===== src/rtl/snn_noc_pkg.sv =====
// snn_noc_pkg: mesh packet field layout (dx[29:21], dy[20:12], payload[11:0]) and the edge-hop header check
package snn_noc_pkg;
  localparam int PKT_W = 30;
  localparam int PKT_DX_MSB = 29;
  localparam int PKT_DX_LSB = 21;
  localparam int PKT_DY_MSB = 20;
  localparam int PKT_DY_LSB = 12;
  localparam int DX_W = PKT_DX_MSB - PKT_DX_LSB + 1;
  function automatic logic dx_is_edge_hop(input logic [DX_W-1:0] dx);
    return (dx == DX_W'(1)) || (dx == {DX_W{1'b1}});
  endfunction
endpackage


===== src/rtl/sync_fwft_fifo.sv =====
// sync_fwft_fifo: first-word-fall-through circular FIFO; ports clk, reset, wr_en/wr_data in, rd_en in, rd_data head out, level occupancy out
module sync_fwft_fifo #(
  parameter int WIDTH = 21,
  parameter int DEPTH = 16,
  localparam int AW = $clog2(DEPTH),
  localparam int LW = AW + 1
) (
  input  logic             clk,
  input  logic             reset,
  input  logic             wr_en,
  input  logic [WIDTH-1:0] wr_data,
  input  logic             rd_en,
  output logic [WIDTH-1:0] rd_data,
  output logic [LW-1:0]    level
);
  logic [WIDTH-1:0] mem_q [DEPTH];
  logic [AW-1:0] wr_ptr_q, wr_ptr_d, rd_ptr_q, rd_ptr_d;
  logic [LW-1:0] level_q, level_d;
  logic wr, rd;
  always_comb begin
    wr = wr_en && (level_q != LW'(DEPTH));
    rd = rd_en && (level_q != '0);
    wr_ptr_d = wr_ptr_q + AW'(wr);
    rd_ptr_d = rd_ptr_q + AW'(rd);
    level_d = level_q + LW'(wr) - LW'(rd);
  end
  always_ff @(posedge clk or posedge reset)
    if (reset) begin
      wr_ptr_q <= '0;
      rd_ptr_q <= '0;
      level_q <= '0;
    end else begin
      wr_ptr_q <= wr_ptr_d;
      rd_ptr_q <= rd_ptr_d;
      level_q <= level_d;
    end
  always_ff @(posedge clk)
    if (wr) mem_q[wr_ptr_q] <= wr_data;
  assign rd_data = mem_q[rd_ptr_q];
  assign level = level_q;
endmodule


===== src/rtl/edge_spike_collector.sv =====
// edge_spike_collector: mesh-edge sink; pops din/empty_in via ren_out, checks dx, queues {dy,payload} for host out_valid/out_ready, keeps pkt/drop counters and sticky hdr_error
module edge_spike_collector
  import snn_noc_pkg::*;
#(
  parameter int PACKET_WIDTH = PKT_W,
  parameter int DX_MSB = PKT_DX_MSB,
  parameter int DX_LSB = PKT_DX_LSB,
  parameter int DY_MSB = PKT_DY_MSB,
  parameter int DY_LSB = PKT_DY_LSB,
  parameter int FIFO_DEPTH = 16,
  parameter int CNT_WIDTH = 32,
  localparam int LW = $clog2(FIFO_DEPTH) + 1,
  localparam int EW = DY_MSB + 1
) (
  input  logic                    clk,
  input  logic                    reset,
  input  logic [PACKET_WIDTH-1:0] din,
  input  logic                    empty_in,
  output logic                    ren_out,
  input  logic                    enable,
  input  logic                    clear_stats,
  output logic                    out_valid,
  input  logic                    out_ready,
  output logic [DX_MSB-DY_MSB-1:0] out_dy,
  output logic [DY_LSB-1:0]       out_payload,
  output logic [LW-1:0]           fifo_level,
  output logic [CNT_WIDTH-1:0]    pkt_count,
  output logic [CNT_WIDTH-1:0]    drop_count,
  output logic                    hdr_error
);
  logic [CNT_WIDTH-1:0] pkt_count_q, pkt_count_d, drop_count_q, drop_count_d;
  logic hdr_error_q, hdr_error_d;
  logic hdr_ok, accept, drop;
  logic [EW-1:0] head;
  always_comb begin
    ren_out = !reset && enable && !empty_in && (fifo_level != LW'(FIFO_DEPTH));
    hdr_ok = dx_is_edge_hop(din[DX_MSB:DX_LSB]);
    accept = ren_out && hdr_ok;
    drop = ren_out && !hdr_ok;
    pkt_count_d = clear_stats ? '0 : (accept && !(&pkt_count_q)) ? pkt_count_q + 1'b1 : pkt_count_q;
    drop_count_d = clear_stats ? '0 : (drop && !(&drop_count_q)) ? drop_count_q + 1'b1 : drop_count_q;
    hdr_error_d = !clear_stats && (hdr_error_q || drop);
  end
  always_ff @(posedge clk or posedge reset)
    if (reset) begin
      pkt_count_q <= '0;
      drop_count_q <= '0;
      hdr_error_q <= 1'b0;
    end else begin
      pkt_count_q <= pkt_count_d;
      drop_count_q <= drop_count_d;
      hdr_error_q <= hdr_error_d;
    end
  sync_fwft_fifo #(.WIDTH(EW), .DEPTH(FIFO_DEPTH)) u_fifo (
    .clk(clk),
    .reset(reset),
    .wr_en(accept),
    .wr_data(din[DY_MSB:0]),
    .rd_en(out_valid && out_ready),
    .rd_data(head),
    .level(fifo_level)
  );
  assign out_valid = fifo_level != '0;
  assign out_dy = head[EW-1:DY_LSB];
  assign out_payload = head[DY_LSB-1:0];
  assign pkt_count = pkt_count_q;
  assign drop_count = drop_count_q;
  assign hdr_error = hdr_error_q;
endmodule


===== config.mk =====
export PLATFORM = sky130hd
export DESIGN_NAME = edge_spike_collector
export DESIGN_NICKNAME = d
export VERILOG_FILES = /design/src/rtl/snn_noc_pkg.sv /design/src/rtl/sync_fwft_fifo.sv /design/src/rtl/edge_spike_collector.sv
export SDC_FILE = /design/constraint.sdc
export NUM_CORES = 1
export LEC_CHECK = 0
export CORE_ASPECT_RATIO = 1.75
export CORE_MARGIN = 2
export CORE_UTILIZATION = 50
export CTS_CLUSTER_DIAMETER = 80
export DETAILED_ROUTE_END_ITERATION = 6
export GPL_ROUTABILITY_DRIVEN = 0
export PLACE_DENSITY_LB_ADDON = 0.2
export SYNTH_ARGS = -nofsm -noshare
export SYNTH_HDL_FRONTEND = slang
export SYNTH_SLANG_ARGS = --single-unit

===== constraint.sdc =====
create_clock -name clk -period 4.5 [get_ports clk]
set_input_delay 1.35 -clock clk [delete_from_list [all_inputs] [get_ports clk]]
set_output_delay 1.35 -clock clk [all_outputs]
set_load 0.05 [all_outputs]

# Yosys cells after proc, flatten, opt, wreduce, memory -nomap -nowiden
# Memories as Yosys holds them, arrays and structs flattened.
# Cells that the tools add are included.
dict set report word_totals {
  ram_bits 336
  reg_bits 78
  input_bits 36
  output_inout_bits 93
  word_cells 46
  mem_count 1
}
# name words word_bits rd rd_ports_with_merged_regs write_ports line
set mem_list {}
lappend mem_list {u_fifo.mem_q 16 21 1 0 1 sync_fwft_fifo.sv:16} ;# logic [WIDTH-1:0] mem_q [DEPTH];
dict set report classes {
  addsub 6
  eq_ne 3
  n_reduce_logical 24
  muxes 6
}
# op n
set ops {}
lappend ops {{32-bit 2-to-1 mux} 4}
lappend ops {{32-bit by 1-bit adder with 32-bit output, second input constant} 2}
lappend ops {{32-bit AND reduction} 2}
lappend ops {{1-bit logical AND} 11}
lappend ops {{9-bit by 1-bit == test with 1-bit output, second input constant} 1}
lappend ops {{9-bit == test, second input constant} 1}
lappend ops {{4-bit by 1-bit adder with 4-bit output} 2}
lappend ops {{1-bit logical NOT} 6}
lappend ops {{5-bit by 1-bit adder with 5-bit output} 1}
lappend ops {{5-bit inequality test, second input constant} 1}
lappend ops {{5-bit nonzero test} 1}
lappend ops {{5-bit by 1-bit subtractor with 5-bit output} 1}
lappend ops {{2-bit nonzero test} 2}
lappend ops {{1-bit logical OR} 2}
lappend ops {{1-bit 2-to-1 mux} 2}

# Longest topological paths before layout
# Gate-level depths: netlist (run 1).
dict set report logic_depth {
  word_depth 8
  depth_mapped 15
  ltp_nobuf 14
}

# By module
# Synthesis (run 1) repeated with hierarchy kept, for this count alone.
dict set report unflattened {
  cells_unflattened 1103
  area_unflattened_um2 17334.1
}
# mod seq_area_each_um2 cells_per_inst instances area_per_inst_um2
set modules_own_cells {}
lappend modules_own_cells {sync_fwft_fifo 10415.0 681 1 13591.8}
lappend modules_own_cells {edge_spike_collector 1626.6 422 1 3742.3}

# Worst setup path before layout (run 1)
# No wires, ideal clock.
dict set report synth_path {
  path_type {in2reg}
  from {in din[29]}
  to {mem u_fifo.mem_q[8][0], enable pin}
  required_time_ps 4075
  slack_ps -46
  path_stages 8
  t_arrival_ps 4121
  cell_sequence {nand4_1 or2_2 clkbuf_1 a21oi_2 and2_1 clkbuf_1 nand3b_1 nor3_1}
}
dict set report synth_between {
  elab_chain_cells 6
}
# item line
set synth_lines {}
lappend synth_lines {{start, declared} edge_spike_collector.sv:17} ;# input logic [PACKET_WIDTH-1:0] din,
lappend synth_lines {{9-bit by 1-bit == test with 1-bit output or 9-bit == test (tied branches)} snn_noc_pkg.sv:10} ;# return (dx == DX_W'(1)) || (dx == {DX_W{1'b1}});
lappend synth_lines {{1-bit logical OR *} snn_noc_pkg.sv:10}
lappend synth_lines {{1-bit logical AND *} edge_spike_collector.sv:38} ;# accept = ren_out && hdr_ok;
lappend synth_lines {{1-bit logical AND *} sync_fwft_fifo.sv:21} ;# wr = wr_en && (level_q != LW'(DEPTH));
lappend synth_lines {{1-bit 2-to-1 mux *} sync_fwft_fifo.sv:38} ;# if (wr) mem_q[wr_ptr_q] <= wr_data;
lappend synth_lines {{1-bit 2-to-1 mux (not written as such) *} sync_fwft_fifo.sv:38}
lappend synth_lines {{end, declared} sync_fwft_fifo.sv:16}
# Mark *: on every way between the ends. The rest lies on a longest branch, timed or not.

# Final worst setup path (run 1)
dict set report layout_path {
  from {reg u_fifo.rd_ptr_q[0]}
  to {out out_payload[0]}
}
dict set report layout_between {
  elab_chain_cells 1
}
# item line
set layout_lines {}
lappend layout_lines {{start, declared} sync_fwft_fifo.sv:17} ;# logic [AW-1:0] wr_ptr_q, wr_ptr_d, rd_ptr_q, rd_ptr_d;
lappend layout_lines {{start signal, assigned} sync_fwft_fifo.sv:34} ;# rd_ptr_q <= rd_ptr_d;
lappend layout_lines {{memory 16 x 21 bit} n/a}
lappend layout_lines {{end, declared} edge_spike_collector.sv:25} ;# output logic [DY_LSB-1:0] out_payload,
# Every way passes these cells.

==> results.cfg, run 1 <==
[run_status]
status = completed

[setup_path]
crit_arrival_ns = 2.98
path_class = reg -> out
rrSetupSlack_ns = 1.57
startpoint_type = register
critPathMaxFanout = 16
cp-end-kind = output port
r2r-end = u_fifo.level[4]$_DFF_PP0_
reg2reg_depth = 14
crit_required_ns = 3.15
r2r-start = u_fifo.level[3]$_DFF_PP0_

[final_layout]
final_cells = 1590
fillers = 2448
regArea_sq_um = 12100
multi_input_area_sq_um = 4750
nets = 1154
drive_above_1_share_pct = 21.0
area_delta_synth_final_pct = 20.3

[cts]
numCtsBuffers = 38
cts-htree-levels = 2
cts_root_buffer = clkbuf_16
clkLatencyLatePin_ns = 0.54
clockBufferDepth = 3
cts_tree = yes
cts.sinks = 414
path_clk_slew_ns = 0.06

[grt]
grt_usage_pct = 21.6
grt_pass1_vias = 9538
grt_start_max_net_pins = 59
gr-total-overflow = 0
grt_first_pass_wirelength_mm = 57.0
antenna_found_initial = 0

[power_and_ir_drop]
p_sw_mw = 3.22
ir_drop_mv = 0.292
clkPwrFrac_pct = 30.6
powerDensity_nw_per_um2 = 523
power_frac_comb_pct = 28.2
power.internal_mw = 7.44
p_leak_nw = 6.78
p_seq_share_pct = 41.1
swShare_pct = 30.2

[synthesis]
yosysSeqAreaShare_pct = 71.0
ys.warnings.count = 0
ys.flop_type = edfxtp_1
synth_edf_count = 336
syn_nets = 1000
avgSynthCellArea_sq_um = 17.8
netlist_area_sq_um = 17000
synth_cell_type_count = 48
syn-instance-count = 951
ys_ff_latch = 414
async_flop_share_pct = 18.8

[die]
core_area_sq_um = 33500
ioPinCount = 129
dieArea_sq_um = 35400
core.rowCount = 89
die_h_um = 248
initial_utilization_pct = 50.6
die_w_um = 143

[timing]
final.min_clock_period_ns = 4.33
slew_headroom_pct = 35.5
drv_slew = 0
setup_tns_ns = 0
finalHoldViolCount = 0
rsz0062_at_grt = no
report.final.setup_viol = 0
worst_pin_slew_ns = 0.967
post-route-period-util_pct = 96.2
fmax_mhz = 231
skew_ns = 0.0193

[route]
ant_nets = 0
drc_errors = 0
dr.first_iter.drc_count = 630
drt_first_pass_iters = 7
wirelength_mm = 37.0
via_count = 9269
drt-wirelength-per-cell_um = 23.3
vias_per_cell = 5.83

[hold_path]
hold_depth = 2
hold_end = hdr_error$_DFF_PP0_
hold_start = hdr_error$_DFF_PP0_
hp-class = reg -> reg

[placed_design]
dp.cells = 1519
dp_hpwl_mm = 21.6
port_buffers = 128

[run]
maxCapViolCount = 0
-- power by group through the flow --
stage               logic (mW)  clock network [mW]  registers, mW
floorplan                 2.32                   0           4.40
global placement          3.02                   0           4.51
CTS                       3.07                3.34           4.39
finish                    3.01                3.26           4.39
detailed placement        3.03                   0           4.51
global route              3.20                3.49           4.41
-- stage by stage --
step                instance area, sq um  power [mW]  setup WS (ns)  hold slack (ns)  util [%]
floorplan                          17000        6.72         0.0748            0.491         -
global placement                   19100        7.53          0.462            0.491      57.0
detailed placement                 19100        7.55          0.471            0.492      57.0
CTS                                20400        10.8          0.104            0.512      60.8
global route                       20400        11.1         0.0233            0.531      60.8
finish                             20400        10.7          0.171            0.510      60.8
-- state kept, by name, indices dropped and copies added, names as in the netlist --
signal and cells:
hdr_error 1, u_fifo.wr_ptr_q 4, u_fifo.rd_ptr_q 4, u_fifo.level 5
u_fifo.mem_q 336, drop_count 32, pkt_count 32
-- per-layer routing --
metal	part of all wire, %	vias up	track usage, %
met4	2.7	0	6.81
met5	0	-	0
li1	-	4106	-
met2	54	310	38.5
met1	37	4787	26.5
met3	6.3	66	4.19
-- synth_stat cells (all sizes together) (7+ instances only) --
cell / count / area share (%)
edfxtp: 336 / 60
mux4: 105 / 14
dfrtp: 78 / 12
nor2: 68 / 1.5
clkbuf: 34 / 0.75
nand4: 31 / 1.2
xnor2: 29 / 1.5
nand3: 28 / 0.83
nand2: 26 / 0.58
xor2: 23 / 1.2
a21oi: 21 / 0.64
nor4: 17 / 0.63
and3: 15 / 0.56
o21ai: 15 / 0.44
or3: 15 / 0.55
inv: 14 / 0.31
nor3: 14 / 0.41
buf: 12 / 0.27
ha: 12 / 0.89
and4: 10 / 0.53
or4: 9 / 0.40
and2: 7 / 0.27
-- layout by cell type, fill, tap and decap left out, drive strengths merged, types with 15 or more instances in the layout --
cell type | netlist | final
a21oi | 21 | 21
and3 | 15 | 15
buf | 12 | 48
clkbuf | 34 | 46
clkdlybuf4s50 | 0 | 107
clkinv | 1 | 18
dfrtp | 78 | 78
edfxtp | 336 | 336
mux4 | 105 | 105
nand2 | 26 | 26
nand3 | 28 | 28
nand4 | 31 | 31
nor2 | 68 | 68
nor4 | 17 | 17
o21ai | 15 | 15
or3 | 15 | 15
xnor2 | 29 | 29
xor2 | 23 | 23
-- logic make-up after synthesis --
logic type               Yosys count  synth area share (%)
buffers and inverters             61                  1.36
XOR/XNOR                          52                  2.69
AND/OR/NAND/NOR                  260                  8.36
flip-flops                       414                  71.0
adder cells (fa/ha/maj)           13                  1.00
AO/OA/AOI/OAI                     45                  1.54
multiplexers                     106                  14.0
-- critical path: stages (launching register included) --
cell and delay (ns):
dfrtp_4 0.65, mux4_2 0.55, mux4_2 0.52, clkdlybuf4s50_1 0.72
-- repair_timing --
action | 4_1_cts | 5_1_grt
buffers inserted | 1 | 0
setup endpoints to repair | 14 | 0
hold buffers | 0 | 0
gates resized for setup | 5 | 0
-- final cells by class --
| class | count | share of cell area [%] |
|---|---|---|
| sequential | 414 | 59.1 |
| antenna | 1 | 0.0123 |
| timing repair buffer | 160 | 8.32 |
| clock inverter | 23 | 1.22 |
| tap | 455 | 2.79 |
| multi-input combinational | 476 | 23.3 |
| inverter | 15 | 0.282 |
| clock buffer | 46 | 5.01 |
-- how the worst max path moves through the flow --
| stage | startpoint | endpoint | cells after the start |
|---|---|---|---|
| detailed placement | u_fifo.rd_ptr_q[0]$_DFF_PP0_ | out_payload[0] | 3 |
| CTS | u_fifo.rd_ptr_q[0]$_DFF_PP0_ | out_payload[6] | 5 |
| global placement | u_fifo.rd_ptr_q[0]$_DFF_PP0_ | out_dy[3] | 3 |
| finish | u_fifo.rd_ptr_q[0]$_DFF_PP0_ | out_payload[0] | 3 |
| global route | u_fifo.rd_ptr_q[0]$_DFF_PP0_ | out_payload[6] | 5 |
| floorplan | din[29] | u_fifo.mem_q[0][0]$_DFFE_PP_ | 7 |
Note: power is estimated with default switching activity, not from simulation.
==> inputs of run 2 (changes only) <==
--- a/config.mk
+++ b/config.mk
@@ -5,9 +5,11 @@
 export SDC_FILE = /design/constraint.sdc
 export NUM_CORES = 1
 export LEC_CHECK = 0
+export CELL_PAD_IN_SITES_DETAIL_PLACEMENT = 0
+export CELL_PAD_IN_SITES_GLOBAL_PLACEMENT = 2
 export CORE_ASPECT_RATIO = 1.75
 export CORE_MARGIN = 2
-export CORE_UTILIZATION = 50
+export CORE_UTILIZATION = 44
 export CTS_CLUSTER_DIAMETER = 80
 export DETAILED_ROUTE_END_ITERATION = 6
 export GPL_ROUTABILITY_DRIVEN = 0
==> run 2 against run 1 <==
Against the previous run: first-iteration DRC count shrank 15%; register-to-register slack lost 0.08 ns; final cell count grew 2.1%; global-route usage shrank 1.8 points; sequential cell count is the same; utilization shrank 7.2 points; via count shrank 0.45%; critical path depth is the same; clock skew shrank 0.0049 ns; sequential share of layout area shrank 0.19 points; clock power is essentially flat; critical path type unchanged; largest cell class unchanged; highest routed layer is now met5.
==> results.cfg, run 2 (same netlist as run 1, synthesis figures left out) <==
[setup_path]
cp_slowest_stage_delay_ns = 0.73
path_cells = mux4_2, mux4_2, clkdlybuf4s50_1
crit_required_ns = 3.15
crit_top_cell = mux4_2
critPathLaunch = u_fifo.rd_ptr_q[0]$_DFF_PP0_
crit_arrival_ns = 2.94
cp_slowest_cell = clkdlybuf4s50_1
r2r-start = u_fifo.level[2]$_DFF_PP0_
critPathMaxFanout = 13
cp-end-kind = output port
startpoint_type = register
path_class = reg -> out

[die]
initial_utilization_pct = 44.4
ioPinCount = 129
die_h_um = 264
die_w_um = 152
core.rowCount = 95
core_area_sq_um = 38200
dieArea_sq_um = 40200

[route]
vias_per_cell = 5.68
via_count = 9227
wirelength_mm = 38.6
drt_first_pass_iters = 5
ant_nets = 0
drc_errors = 0
dr.first_iter.drc_count = 538
drt-wirelength-per-cell_um = 23.8

[power_and_ir_drop]
powerDensity_nw_per_um2 = 525
p_leak_nw = 6.82
ir_drop_mv = 0.291

[timing]
final.min_clock_period_ns = 4.29
drv_slew = 0
skew_ns = 0.0144
setup_tns_ns = 0
rsz0062_at_grt = no
worst_pin_slew_ns = 0.746
post-route-period-util_pct = 95.4
fmax_mhz = 233
finalHoldViolCount = 0
slew_headroom_pct = 50.2
report.final.setup_viol = 0

[placed_design]
placed_cell_area_sq_um = 19200
port_buffers = 128
dp_hpwl_mm = 23.9

[final_layout]
drive_above_1_share_pct = 21.7
nets = 1163
final_cell_mix = 336 x edfxtp_1, 107 x clkdlybuf4s50_1, 105 x mux4_2
area_delta_synth_final_pct = 20.7
finish.instance_area_sq_um = 20500
largest_reg_flops = 336
layout_commonest_cell = edfxtp_1
regMostFlops = u_fifo.mem_q

[grt]
grt_usage_pct = 19.8
antenna_found_initial = 3
grt_start_max_net_pins = 49
grt_pass1_vias = 9949
gr-total-overflow = 0
grt_first_pass_wirelength_mm = 60.7

[hold_path]
hp-class = reg -> reg
hold_start = hdr_error$_DFF_PP0_

[run]
maxCapViolCount = 0

[cts]
clkLatencyLatePin_ns = 0.54
cts-htree-levels = 2
clockBufferDepth = 3
cts_root_buffer = clkbuf_16
cts.sinks = 414
cts_tree = yes
path_clk_slew_ns = 0.06
numCtsBuffers = 38

[run_status]
status = completed
-- run 2: worst max-delay path: cells and delay by family (launching register included) --
family | cells | cell delay (ns)
DFF | 1 | 0.59
muxes | 2 | 1.09
buffers and inverters | 1 | 0.73
-- run 2: metal layers --
metal	track usage, %	vias to the layer above	wire, um
li1	-	4131	-
met1	23.7	4797	14600
met2	36.5	237	21300
met3	3.41	58	1790
met4	5.99	4	874
met5	0	-	27
-- run 2: final cells by class --
class                           count  area (sq um)
Multi-Input combinational cell    476          4750
Timing Repair Buffer              169          1770
Antenna cell                        1          2.50
Fill cell                        3040         17700
Clock buffer                       44           995
Tap cell                          485           607
Sequential cell                   414         12100
Clock inverter                     20           234
Inverter                           15          57.6
-- run 2: power by group --
part	leakage (nW)	internal, mW	switching (mW)	total, mW
registers	4.08	4.20	0.178	4.37
clock network	0.601	1.87	1.37	3.24
logic	2.13	1.43	1.69	3.12
-- run 2: worst paths after layout --
kind / end / cells after the start / slack, ns
worst max-delay path: out_dy[3] / 3 / 0.21
worst min register to register: hdr_error$_DFF_PP0_ / 2 / 0.53
min in group asynchronous: drop_count[1]$_DFFE_PP0P_ / 2 / 1.21
max in group asynchronous: u_fifo.rd_ptr_q[0]$_DFF_PP0_ / 3 / 2.62
worst max register to register: u_fifo.level[4]$_DFF_PP0_ / 14 / 1.49
worst min-delay path: hdr_error$_DFF_PP0_ / 2 / 0.53
-- run 2: through the flow --
stage | utilization, % | hold slack, ns | power (mW) | setup slack [ns] | cells
5_1_grt | 53.6 | 0.582 | 11.1 | 0.106 | 1624
4_1_cts | 53.6 | 0.541 | 10.9 | 0.00237 | 1623
3_3_place_gp | 50.4 | 0.478 | 7.65 | 0.449 | 1558
3_5_place_dp | 50.4 | 0.523 | 7.66 | 0.423 | 1558
2_1_floorplan | - | 0.491 | 6.72 | 0.0748 | 951
6_report | 53.6 | 0.531 | 10.7 | 0.206 | 1624
-- run 2: timing repair --
item                                    in CTS  in global routing
cloned                                       0                  0
resized for setup                            4                  1
buffers inserted                             1                  0
endpoints found under the setup margin       6                  1
hold buffers                                 0                  0
